<file path="src/rtl/img_op_sched.sv">
// ---------------------------------------------------------------------------
// img_op_sched
// Sequences one frame job through an external pixel datapath: streams pixels
// out of a source RAM, presents them to the datapath, and writes the results
// to a destination RAM.
//
// Ports
//   clk, rst_n             clock; synchronous active-low reset
//   start, abort           begin a job (IDLE only) / cancel a running job
//   op_sel, op_value,      job configuration, captured when a start is
//   op_thresh, frame_len   accepted
//   busy, done             high in RUN/DRAIN; one-cycle completion pulse
//   rd_en, rd_addr,        source RAM read port (1-cycle read latency)
//   rd_data
//   dp_select, dp_value,   pixel datapath (1-cycle registered latency)
//   dp_threshold,
//   dp_inbyte, dp_outbyte
//   wr_en, wr_addr,        destination RAM write port
//   wr_data
//   sat_count              number of written pixels equal to 8'hFF
//
// Build option
//   IMG_SATCNT_EN          when defined, sat_count is a live saturating
//                          counter; otherwise it is tied to zero.
// ---------------------------------------------------------------------------
module img_op_sched (
    input  logic        clk,
    input  logic        rst_n,
    input  logic        start,
    input  logic        abort,
    input  logic [1:0]  op_sel,
    input  logic [7:0]  op_value,
    input  logic [7:0]  op_thresh,
    input  logic [15:0] frame_len,
    output logic        busy,
    output logic        done,
    output logic        rd_en,
    output logic [15:0] rd_addr,
    input  logic [7:0]  rd_data,
    output logic [1:0]  dp_select,
    output logic [7:0]  dp_value,
    output logic [7:0]  dp_threshold,
    output logic [7:0]  dp_inbyte,
    input  logic [7:0]  dp_outbyte,
    output logic        wr_en,
    output logic [15:0] wr_addr,
    output logic [7:0]  wr_data,
    output logic [15:0] sat_count
);

    typedef enum logic [1:0] {IDLE, RUN, DRAIN, DONE} state_t;

    state_t      state_q, state_d;
    logic [15:0] addr_q, addr_d;
    logic        drain_q, drain_d;
    logic [1:0]  sel_q, sel_d;
    logic [7:0]  value_q, value_d;
    logic [7:0]  thresh_q, thresh_d;
    logic [15:0] len_q, len_d;

    // Two-stage delay line matching RAM read latency plus datapath latency.
    logic        v1_q, v1_d, v2_q, v2_d;
    logic [15:0] a1_q, a1_d, a2_q, a2_d;

    logic        accept;
    logic        abort_hit;

    // Next-state logic: job sequencing and configuration capture.
    always_comb begin
        state_d   = state_q;
        addr_d    = addr_q;
        drain_d   = drain_q;
        sel_d     = sel_q;
        value_d   = value_q;
        thresh_d  = thresh_q;
        len_d     = len_q;
        accept    = 1'b0;
        abort_hit = 1'b0;
        case (state_q)
            IDLE: begin
                if (start) begin
                    accept   = 1'b1;
                    sel_d    = op_sel;
                    value_d  = op_value;
                    thresh_d = op_thresh;
                    len_d    = frame_len;
                    addr_d   = 16'd0;
                    state_d  = (frame_len != 16'd0) ? RUN : DONE;
                end
            end
            RUN: begin
                if (abort) begin
                    abort_hit = 1'b1;
                    addr_d    = 16'd0;
                    state_d   = IDLE;
                end else if (addr_q == len_q - 16'd1) begin
                    addr_d  = 16'd0;
                    drain_d = 1'b0;
                    state_d = DRAIN;
                end else begin
                    addr_d = addr_q + 16'd1;
                end
            end
            DRAIN: begin
                if (abort) begin
                    abort_hit = 1'b1;
                    state_d   = IDLE;
                end else if (drain_q) begin
                    state_d = DONE;
                end else begin
                    drain_d = 1'b1;
                end
            end
            DONE: begin
                state_d = IDLE;
            end
            default: begin
                state_d = IDLE;
            end
        endcase
    end

    // Delay line: an abort flushes both stages so no write escapes afterwards.
    always_comb begin
        v1_d = 1'b0;
        a1_d = 16'd0;
        v2_d = 1'b0;
        a2_d = 16'd0;
        if (!abort_hit) begin
            v1_d = rd_en;
            a1_d = rd_addr;
            v2_d = v1_q;
            a2_d = a1_q;
        end
    end

    always_ff @(posedge clk) begin
        if (!rst_n) begin
            state_q  <= IDLE;
            addr_q   <= 16'd0;
            drain_q  <= 1'b0;
            sel_q    <= 2'd0;
            value_q  <= 8'd0;
            thresh_q <= 8'd0;
            len_q    <= 16'd0;
            v1_q     <= 1'b0;
            a1_q     <= 16'd0;
            v2_q     <= 1'b0;
            a2_q     <= 16'd0;
        end else begin
            state_q  <= state_d;
            addr_q   <= addr_d;
            drain_q  <= drain_d;
            sel_q    <= sel_d;
            value_q  <= value_d;
            thresh_q <= thresh_d;
            len_q    <= len_d;
            v1_q     <= v1_d;
            a1_q     <= a1_d;
            v2_q     <= v2_d;
            a2_q     <= a2_d;
        end
    end

    assign busy         = (state_q == RUN) || (state_q == DRAIN);
    assign done         = (state_q == DONE);
    assign rd_en        = (state_q == RUN);
    assign rd_addr      = rd_en ? addr_q : 16'd0;
    assign dp_select    = sel_q;
    assign dp_value     = value_q;
    assign dp_threshold = thresh_q;
    assign dp_inbyte    = rd_data;
    assign wr_en        = v2_q;
    assign wr_addr      = v2_q ? a2_q : 16'd0;
    assign wr_data      = v2_q ? dp_outbyte : 8'd0;

`ifdef IMG_SATCNT_EN
    logic [15:0] sat_q, sat_d;

    // Saturated-pixel counter: restarts with each accepted job and sticks
    // at its maximum rather than wrapping.
    always_comb begin
        sat_d = sat_q;
        if (accept) begin
            sat_d = 16'd0;
        end else if (wr_en && (wr_data == 8'hFF) && (sat_q != 16'hFFFF)) begin
            sat_d = sat_q + 16'd1;
        end
    end

    always_ff @(posedge clk) begin
        if (!rst_n) begin
            sat_q <= 16'd0;
        end else begin
            sat_q <= sat_d;
        end
    end

    assign sat_count = sat_q;
`else
    assign sat_count = 16'h0000;
`endif

endmodule

</file>
<file path="config.mk">
export PLATFORM = sky130hd
export DESIGN_NAME = img_op_sched
export DESIGN_NICKNAME = d
export VERILOG_FILES = /design/src/rtl/img_op_sched.sv
export SDC_FILE = /design/constraint.sdc
export NUM_CORES = 1
export LEC_CHECK = 0
export ABC_AREA = 1
export CORE_MARGIN = 2
export CORE_UTILIZATION = 38
export CTS_CLUSTER_DIAMETER = 150
export DETAILED_ROUTE_END_ITERATION = 16
export PLACE_DENSITY = 0.7
export SLEW_MARGIN = 20
export SYNTH_ARGS = -nofsm -noshare
export SYNTH_HDL_FRONTEND = slang
export SYNTH_SLANG_ARGS = --single-unit
</file>
<file path="constraint.sdc">
create_clock -name clk -period 1.85 [get_ports clk]
set_clock_uncertainty 0.05 [all_clocks]
set_input_delay 0.4625 -clock clk [delete_from_list [all_inputs] [get_ports clk]]
set_output_delay 0.4625 -clock clk [all_outputs]
set_load 0.01 [all_outputs]
</file>
==> impl_metrics.tcl, run 1 <==
set metrics [dict create \
    status "finished, violations left" \
    failed_checks "setup timing" \
    hold_buffers 0 \
    layout_setup_ws_ps -204 \
    yosysTopAreaCell "dfxtp_1" \
    grt_usage 0.181 \
    path_clk_slew_ps 90 \
    antenna_found_initial 0 \
    drc 0 \
    ios 140 \
    critPathKind "reg -> reg" \
    die_h_um 110 \
    synthTopCellsByArea "dfxtp_1 41%, nand2_1 11%, nor2_1 11%" \
    final_cells 927 \
    maxCapViolations 0 \
    finalHoldViolCount 0 \
    root_buffer "clkbuf_8" \
    num_rows 38 \
    clockBufferDepth 2 \
    crit_required_ps 2110 \
    setup_violations 26 \
    synth_edf_count 0 \
    io_buffer_count 107 \
    ys.flop_type "dfxtp_1" \
    clock-sinks 87 \
    seq_area_frac_synth 0.408 \
    crit_arrival_ps 2310 \
    period_needed_ps 2050 \
    chipWidth_um 110 \
    dp_hpwl_mm 7.95 \
    worst_setup_path_end_kind "register" \
    wl_per_cell_um 12.3 \
    fp.coreArea_um2 10900 \
    crit_path_start "state_q[1]$_SDFFE_PN0P_" \
    drtIter0Drc 135 \
    netlist_area_um2 4270 \
    avgSynthCellArea_um2 6.81 \
    cp-start-kind "register" \
    nets 842 \
    async_flop_share 0 \
    rsz0062_at_grt "yes" \
    clock_latency_ps 360 \
    overflow 0 \
    place_inst 895 \
    numCtsBuffers 9 \
    leakage_nw 3.25 \
    die_area_um2 12100 \
    final_common_cell "nor2_1" \
    postSynthCellCount 627 \
    power_density_nw_per_um2 767 \
    period_share 1.11 \
    synth_top_area_frac 0.408 \
    slew_viol_final 0 \
    multi_input_area_um2 2310 \
    final_cell_mix "108 x nor2_1, 92 x nand2_1, 77 x inv_1, 77 x dfxtp_1, 63 x clkdlybuf4s50_1" \
    seqCellArea_um2 1750 \
    grt_max_degree 39 \
    peakVddDrop_v 0.000471 \
    timing.fmax_mhz 487 \
    ant_nets 0 \
    hold_path_class "reg -> reg" \
    place.gp.congestion 0.832 \
    start_util 0.392 \
    htree_num_levels 3 \
    cts_tree "done" \
    fin_util 0.598 \
    drive_above_1_share 0.274 \
    rr_startpoint "state_q[1]$_SDFFE_PN0P_" \
    cp_max_fo 4 \
    diodes 0 \
    area_growth_pct 52.3 \
    synth.distinct_cells 33 \
    ys_ff_latch 87 \
    nFillCells 961 \
    yosysWarnings 0 \
    wl_mm 11.4 \
    grt_pass1_wl_mm 17.3 \
    vias 4240 \
    grt_pass1_vias 3940 \
    drt_first_pass_iters 4 \
    hp-start "a1_q[1]$_SDFF_PP0_" \
    post_drt_via_cell_ratio 4.57 \
]
## per-layer routing
layer	up-vias	wire, um	GRT usage
li1	2162	-	-
met1	1907	4590	0.202
met5	-	0	0
met4	0	128	0.0524
met2	154	5690	0.327
met3	17	961	0.0564
## synthesized netlist by cell type (2+ instances only)
library cell / n
a21oi_1: 23
buf_4: 25
clkbuf_1: 17
dfxtp_1: 87
ha_1: 6
inv_1: 100
nand2_1: 121
nand2_2: 3
nand2_4: 3
nand3_1: 19
nand3b_1: 2
nand4_1: 5
nor2_1: 121
nor2_2: 16
nor3_1: 5
o21ai_0: 40
xnor2_1: 7
xor2_1: 12
## cell type report
| cell class | instances | area share |
|---|---|---|
| Inverter | 102 | 0.0592 |
| Clock buffer | 9 | 0.0190 |
| Multi-Input combinational cell | 409 | 0.355 |
| Clock inverter | 7 | 0.0148 |
| Timing Repair Buffer | 173 | 0.256 |
| Sequential cell | 87 | 0.270 |
| Tap cell | 140 | 0.0269 |
## what timing repair did
action / in CTS / in global routing
pin swaps: 20 / 17
buffers inserted: 7 / 7
resized for setup: 167 / 84
endpoints found under the setup margin: 87 / 61
cloned: 2 / 1
## state kept, by name, indices dropped and copies added (netlist names)
register / count
wr_en: 1
dp_select: 2
drain_q: 1
state_q: 2
len_q: 16
addr_q: 16
a2_q: 16
dp_threshold: 8
a1_q: 16
dp_value: 8
v1_q: 1
## worst max-delay path: stages, from the launching register on
cell     delay, ps
dfxtp_2        330
inv_2           70
ha_4           170
buf_6          130
buf_6          100
inv_4           30
o21ai_4        190
nand3_2        120
nor2_2         130
inv_2           60
nor2_4         150
inv_2           80
nor3_2         140
o21ai_1        120
nor2_2         120
## power by group
group / internal (mW) / total (mW) / leakage, nW / switching (mW)
Clock: 0.762 / 1.47 / 0.102 / 0.707
Sequential: 1.98 / 2.06 / 0.713 / 0.0892
Combinational: 0.689 / 1.46 / 2.43 / 0.771
Total: 3.43 / 4.99 / 3.25 / 1.57
## path summary, 6_finish.rpt
path | endpoint | slack, ps | depth (start not counted)
worst min-delay path | a2_q[1]$_SDFF_PP0_ | 350 | 2
worst min register to register | a2_q[1]$_SDFF_PP0_ | 350 | 2
worst max register to register | addr_q[14]$_SDFFE_PN0P_ | -200 | 14
worst max-delay path | addr_q[14]$_SDFFE_PN0P_ | -200 | 14
## cell families after synthesis
kind of cell	share of synthesized area
XOR/XNOR	0.0390
adder cells (fa/ha/maj)	0.0176
other	0.000878
AO/OA/AOI/OAI	0.0852
flip-flops	0.408
buffers and inverters	0.155
AND/OR/NAND/NOR	0.294
## through the flow
stage | power [mW] | instance area (um2) | setup slack [ps] | hold WS (ps) | TNS (ps)
floorplan | 2.79 | 4370 | -7.01 | 344 | -7.01
global placement | 3.22 | 5750 | -251 | 344 | -9220
detailed placement | 3.24 | 5750 | -325 | 349 | -11590
CTS | 4.87 | 6180 | -117 | 352 | -1950
global route | 5.27 | 6510 | -296 | 363 | -4900
finish | 4.99 | 6510 | -204 | 350 | -2240
Power figures use the tool's default switching activity.
==> inputs of run 2 (changes only) <==
CORE_UTILIZATION = 42   (was 38)
PLACE_DENSITY = 0.76   (was 0.7)
==> impl_metrics.tcl, run 2 (synthesized netlist as in run 1, its figures left out) <==
set metrics [dict create \
    grt_pass1_vias 3915 \
    clockBufferDepth 2 \
    chipWidth_um 105 \
    slew_viol_final 0 \
    crit_required_ps 2110 \
    hold_path_class "reg -> reg" \
    worst_setup_path_end_kind "register" \
    rsz0062_at_grt "yes" \
    leakage_nw 3.10 \
    failed_checks "setup timing" \
    drc 0 \
    cp_num_buf_inv 6 \
    io_buffer_count 107 \
    grt_usage 0.192 \
    crit_path_start "state_q[1]$_SDFFE_PN0P_" \
    die_area_um2 11000 \
    start_util 0.435 \
    numCtsBuffers 9 \
    status "finished, violations left" \
    area_growth_pct 48.4 \
    vias 4123 \
    reg2reg_depth 14 \
    crit_arrival_ps 2200 \
    root_buffer "clkbuf_8" \
    antenna_found_initial 0 \
    period_needed_ps 1950 \
    power_mw 4.80 \
    finalHoldViolCount 0 \
    fin_hold_ws_ps 363 \
    ant_nets 0 \
    clock-sinks 87 \
    wl_mm 10.8 \
    wl_per_cell_um 11.8 \
    hp-start "a1_q[13]$_SDFF_PP0_" \
    diodes 0 \
    grt_pass1_wl_mm 17.2 \
    num_rows 36 \
    fp.coreArea_um2 9820 \
    cp.depth 14 \
    crit_top_cell "inv_2" \
    grt_max_degree 39 \
    rr_startpoint "state_q[1]$_SDFFE_PN0P_" \
    crit_end "addr_q[14]$_SDFFE_PN0P_" \
    layout_setup_ws_ps -96.1 \
    cp-start-kind "register" \
    drtIter0Drc 119 \
    cts_tree "done" \
    rrSetupSlack_ps -100 \
    power_density_nw_per_um2 758 \
    drive_above_1_share 0.262 \
    clock_latency_ps 360 \
    htree_num_levels 3 \
    path_clk_slew_ps 100 \
    cp_max_fo 7 \
    drt_first_pass_iters 4 \
    slowest_delay_ps 330 \
    fin_util 0.646 \
    place.gp.congestion 0.878 \
    die_h_um 105 \
    ios 140 \
    timing.fmax_mhz 514 \
    period_share 1.05 \
    post-place-ws_ps -277 \
    peakVddDrop_v 0.000489 \
    overflow 0 \
    dp_hpwl_mm 7.86 \
    nets 833 \
    path_delay_family "simple AND/OR/NAND/NOR gates" \
    critPathKind "reg -> reg" \
    path_cells "inv_2, ha_4, buf_8, buf_6, inv_4, o21ai_4, nand3_2, nor2_4, inv_2, nor2_4, inv_2, nor3_2, o21ai_1, nor2_2" \
    rr_endpoint "addr_q[14]$_SDFFE_PN0P_" \
    setup_violations 25 \
    maxCapViolations 0 \
    post_drt_via_cell_ratio 4.53 \
    cp_slowest_cell "dfxtp_2" \
    final_common_cell "nor2_1" \
    final_cell_mix "107 x nor2_1, 94 x nand2_1, 79 x dfxtp_1" \
    fin_setup_tns_ps -1260 \
]
-- run 2: cell count changes in the layout (fill, tap and decap cells not counted), moves of 2 or more --
cell | before | now
nand3_1 | 16 | 14
nand2_1 | 92 | 94
buf_4 | 49 | 43
nand3_2 | 3 | 5
nand2_2 | 14 | 17
dfxtp_1 | 77 | 79
nand2_4 | 19 | 14
nor2_2 | 18 | 20
dfxtp_2 | 10 | 8
-- run 2: area by class of cell --
class / count / area [um2]
clock buffers: 9 / 124
clock inverters: 7 / 78.8
fillers: 880 / 3480
inverters: 102 / 385
multi-input cells: 409 / 2260
flip-flops and latches: 87 / 1750
well taps: 133 / 166
repair buffers: 164 / 1580
-- run 2: repair_timing --
action / 4_1_cts / 5_1_grt
setup endpoints to repair: 66 / 49
resized for setup: 139 / 95
cloned: 1 / 0
pin swaps: 11 / 21
hold buffers: 0 / 0
buffers inserted: 7 / 7
-- run 2: how the worst min path moves through the flow --
stage | slack (ps) | endpoint | depth (start not counted)
detailed placement | 350 | a2_q[1]$_SDFF_PP0_ | 2
global route | 370 | a2_q[3]$_SDFF_PP0_ | 2
global placement | 350 | a2_q[1]$_SDFF_PP0_ | 2
CTS | 360 | a2_q[1]$_SDFF_PP0_ | 2
finish | 360 | a2_q[13]$_SDFF_PP0_ | 2
floorplan | 340 | a2_q[0]$_SDFF_PP0_ | 2
-- run 2: metal layers --
metal	up-vias	wire, um	global-route usage	part of all wire
met5	-	0	0	0
met4	0	225	0.0781	0.021
met3	21	854	0.0574	0.079
met2	154	5200	0.335	0.48
met1	1805	4510	0.217	0.42
li1	2143	-	-	-
-- run 2: where the power goes --
| part | internal [mW] | total [mW] | switching, mW |
|---|---|---|---|
| Clock | 0.635 | 1.35 | 0.711 |
| Sequential | 1.97 | 2.06 | 0.0867 |
| Combinational | 0.657 | 1.40 | 0.739 |
-- run 2: tightest hold or removal path, delay by kind of cell, from the launching register on --
family	cells	cell delay (ps)
DFF	1	310
buffers and inverters	1	40
and+or+nand+nor	1	30
-- run 2: stage by stage --
step	area (um2)	instances
after floorplan	4370	642
after global placement	5680	880
after detailed placement	5680	880
after CTS	5990	904
after global routing	6340	911
final	6340	911
==> inputs of run 3 (changes only) <==
SETUP_SLACK_MARGIN = 0.3   (was unset)
==> impl_metrics.tcl, run 3 (synthesized netlist as in run 1, its figures left out) <==
set metrics [dict create \
    drc 0 \
    vias 4358 \
    diodes 0 \
    path_clk_slew_ps 100 \
    numCtsBuffers 9 \
    grt_pass1_vias 4024 \
    leakage_nw 3.47 \
    start_util 0.435 \
    clock-sinks 87 \
    slew_viol_final 0 \
    drive_above_1_share 0.358 \
    crit_path_start "state_q[1]$_SDFFE_PN0P_" \
    overflow 0 \
    num_rows 36 \
    seqCellArea_um2 1760 \
    nets 843 \
    hold_buffers 0 \
    io_buffer_count 107 \
    hold_path_class "reg -> reg" \
    hp-start "a1_q[4]$_SDFF_PP0_" \
    wl_mm 13.2 \
    die_area_um2 11000 \
    finalHoldViolCount 0 \
    die_h_um 105 \
    p_comb_frac 0.284 \
    layout_setup_ws_ps -159 \
    swShare 0.315 \
    power_mw 5.22 \
    fp.coreArea_um2 9820 \
    rr_startpoint "state_q[1]$_SDFFE_PN0P_" \
    drt_first_pass_iters 4 \
    period_share 1.09 \
    place_inst 879 \
    crit_arrival_ps 1500 \
    status "finished, violations left" \
    peakVddDrop_v 0.000402 \
    drtIter0Drc 192 \
    worst_setup_path_end_kind "output port" \
    timing.fmax_mhz 498 \
    place.gp.congestion 0.847 \
    setup_violations 35 \
    multi_input_area_um2 2440 \
    cts_tree "done" \
    cp_max_fo 5 \
    rsz0062_at_grt "yes" \
    maxCapViolations 0 \
    ios 140 \
    ant_nets 0 \
    htree_num_levels 3 \
    chipWidth_um 105 \
    cp-start-kind "register" \
    wl_per_cell_um 14.3 \
    p_sw_mw 1.64 \
    power_frac_clock 0.320 \
    failed_checks "setup timing" \
    final_common_cell "nor2_1" \
    area_growth_pct 59.5 \
    grt_usage 0.204 \
    clock_latency_ps 380 \
    root_buffer "clkbuf_8" \
    dp_hpwl_mm 7.95 \
    antenna_found_initial 0 \
    power_density_nw_per_um2 765 \
    clockBufferDepth 2 \
    post_drt_via_cell_ratio 4.73 \
    final_cells 921 \
    nFillCells 789 \
    intPower_mw 3.57 \
    final_cell_mix "112 x nor2_1, 77 x dfxtp_1, 74 x nand2_1" \
    power.share.sequential 0.396 \
    crit_required_ps 1340 \
    grt_pass1_wl_mm 18.2 \
    critPathKind "reg -> out" \
    grt_max_degree 35 \
    period_needed_ps 2010 \
]
## run 3: changes by cell type in the layout (fill, tap and decap cells not counted), sizes merged
cell | previous run | this run
clkbuf | 9 | 11
dlygate4sd2 | 26 | 23
clkdlybuf4s15 | 0 | 2
clkinv | 2 | 1
bufbuf | 0 | 1
buf | 75 | 108
bufinv | 1 | 3
clkdlybuf4s50 | 63 | 38
clkinvlp | 3 | 2
## run 3: per-stage QoR
| stage | utilization | worst slack [ps] | setup TNS, ps | cell area (um2) | hold WS (ps) |
|---|---|---|---|---|---|
| 5_1_grt | 0.694 | -290 | -6610 | 6820 | 366 |
| 3_5_place_dp | 0.581 | -320 | -10200 | 5710 | 353 |
| 2_1_floorplan | - | 39.5 | 0 | 4410 | 344 |
| 4_1_cts | 0.629 | -89.5 | -1050 | 6180 | 362 |
| 3_3_place_gp | 0.581 | -227 | -8500 | 5710 | 345 |
| 6_report | 0.694 | -159 | -2710 | 6820 | 363 |
## run 3: timing repair
action / CTS / global route
buffers inserted: 11 / 9
gates cloned: 4 / 2
resized for setup: 285 / 143
endpoints found under the setup margin: 115 / 91
pin swaps: 17 / 16
## run 3: layout make-up
class                   instances  share of cell area
multi-input cells             409               0.359
clock buffers                   9              0.0182
clock inverters                 7              0.0182
repair buffers                174               0.265
inverters                     102              0.0575
flip-flops and latches         87               0.258
well taps                     133              0.0244
## run 3: layer usage
layer	global-route usage	part of all wire	routed length [um]
met1	0.220	0.37	4890
met2	0.372	0.53	7020
met3	0.0611	0.066	874
met4	0.0819	0.029	384
met5	0	0	0
## run 3: final timing paths
path / cells after the start / slack [ps] / endpoint
worst max-delay path: 7 / -160 / rd_addr[7]
worst min register to register: 2 / 360 / a2_q[4]$_SDFF_PP0_
worst max register to register: 13 / -140 / addr_q[4]$_SDFFE_PN0P_
worst min-delay path: 2 / 360 / a2_q[4]$_SDFF_PP0_
## run 3: critical path, stage by stage, from the launching register on
cell and delay, ps:
dfxtp_2 350, inv_2 80, ha_4 210, buf_8 150, buf_4 120, nand2_4 50
inv_2 70, buf_6 90
## run 3: power groups by stage
stage	Sequential (mW)	Clock (mW)	Combinational, mW
detailed placement	2.10	0	1.14
floorplan	2.10	0	0.717
global route	2.08	1.77	1.61
global placement	2.09	0	1.12
finish	2.07	1.67	1.48
CTS	2.05	1.64	1.30
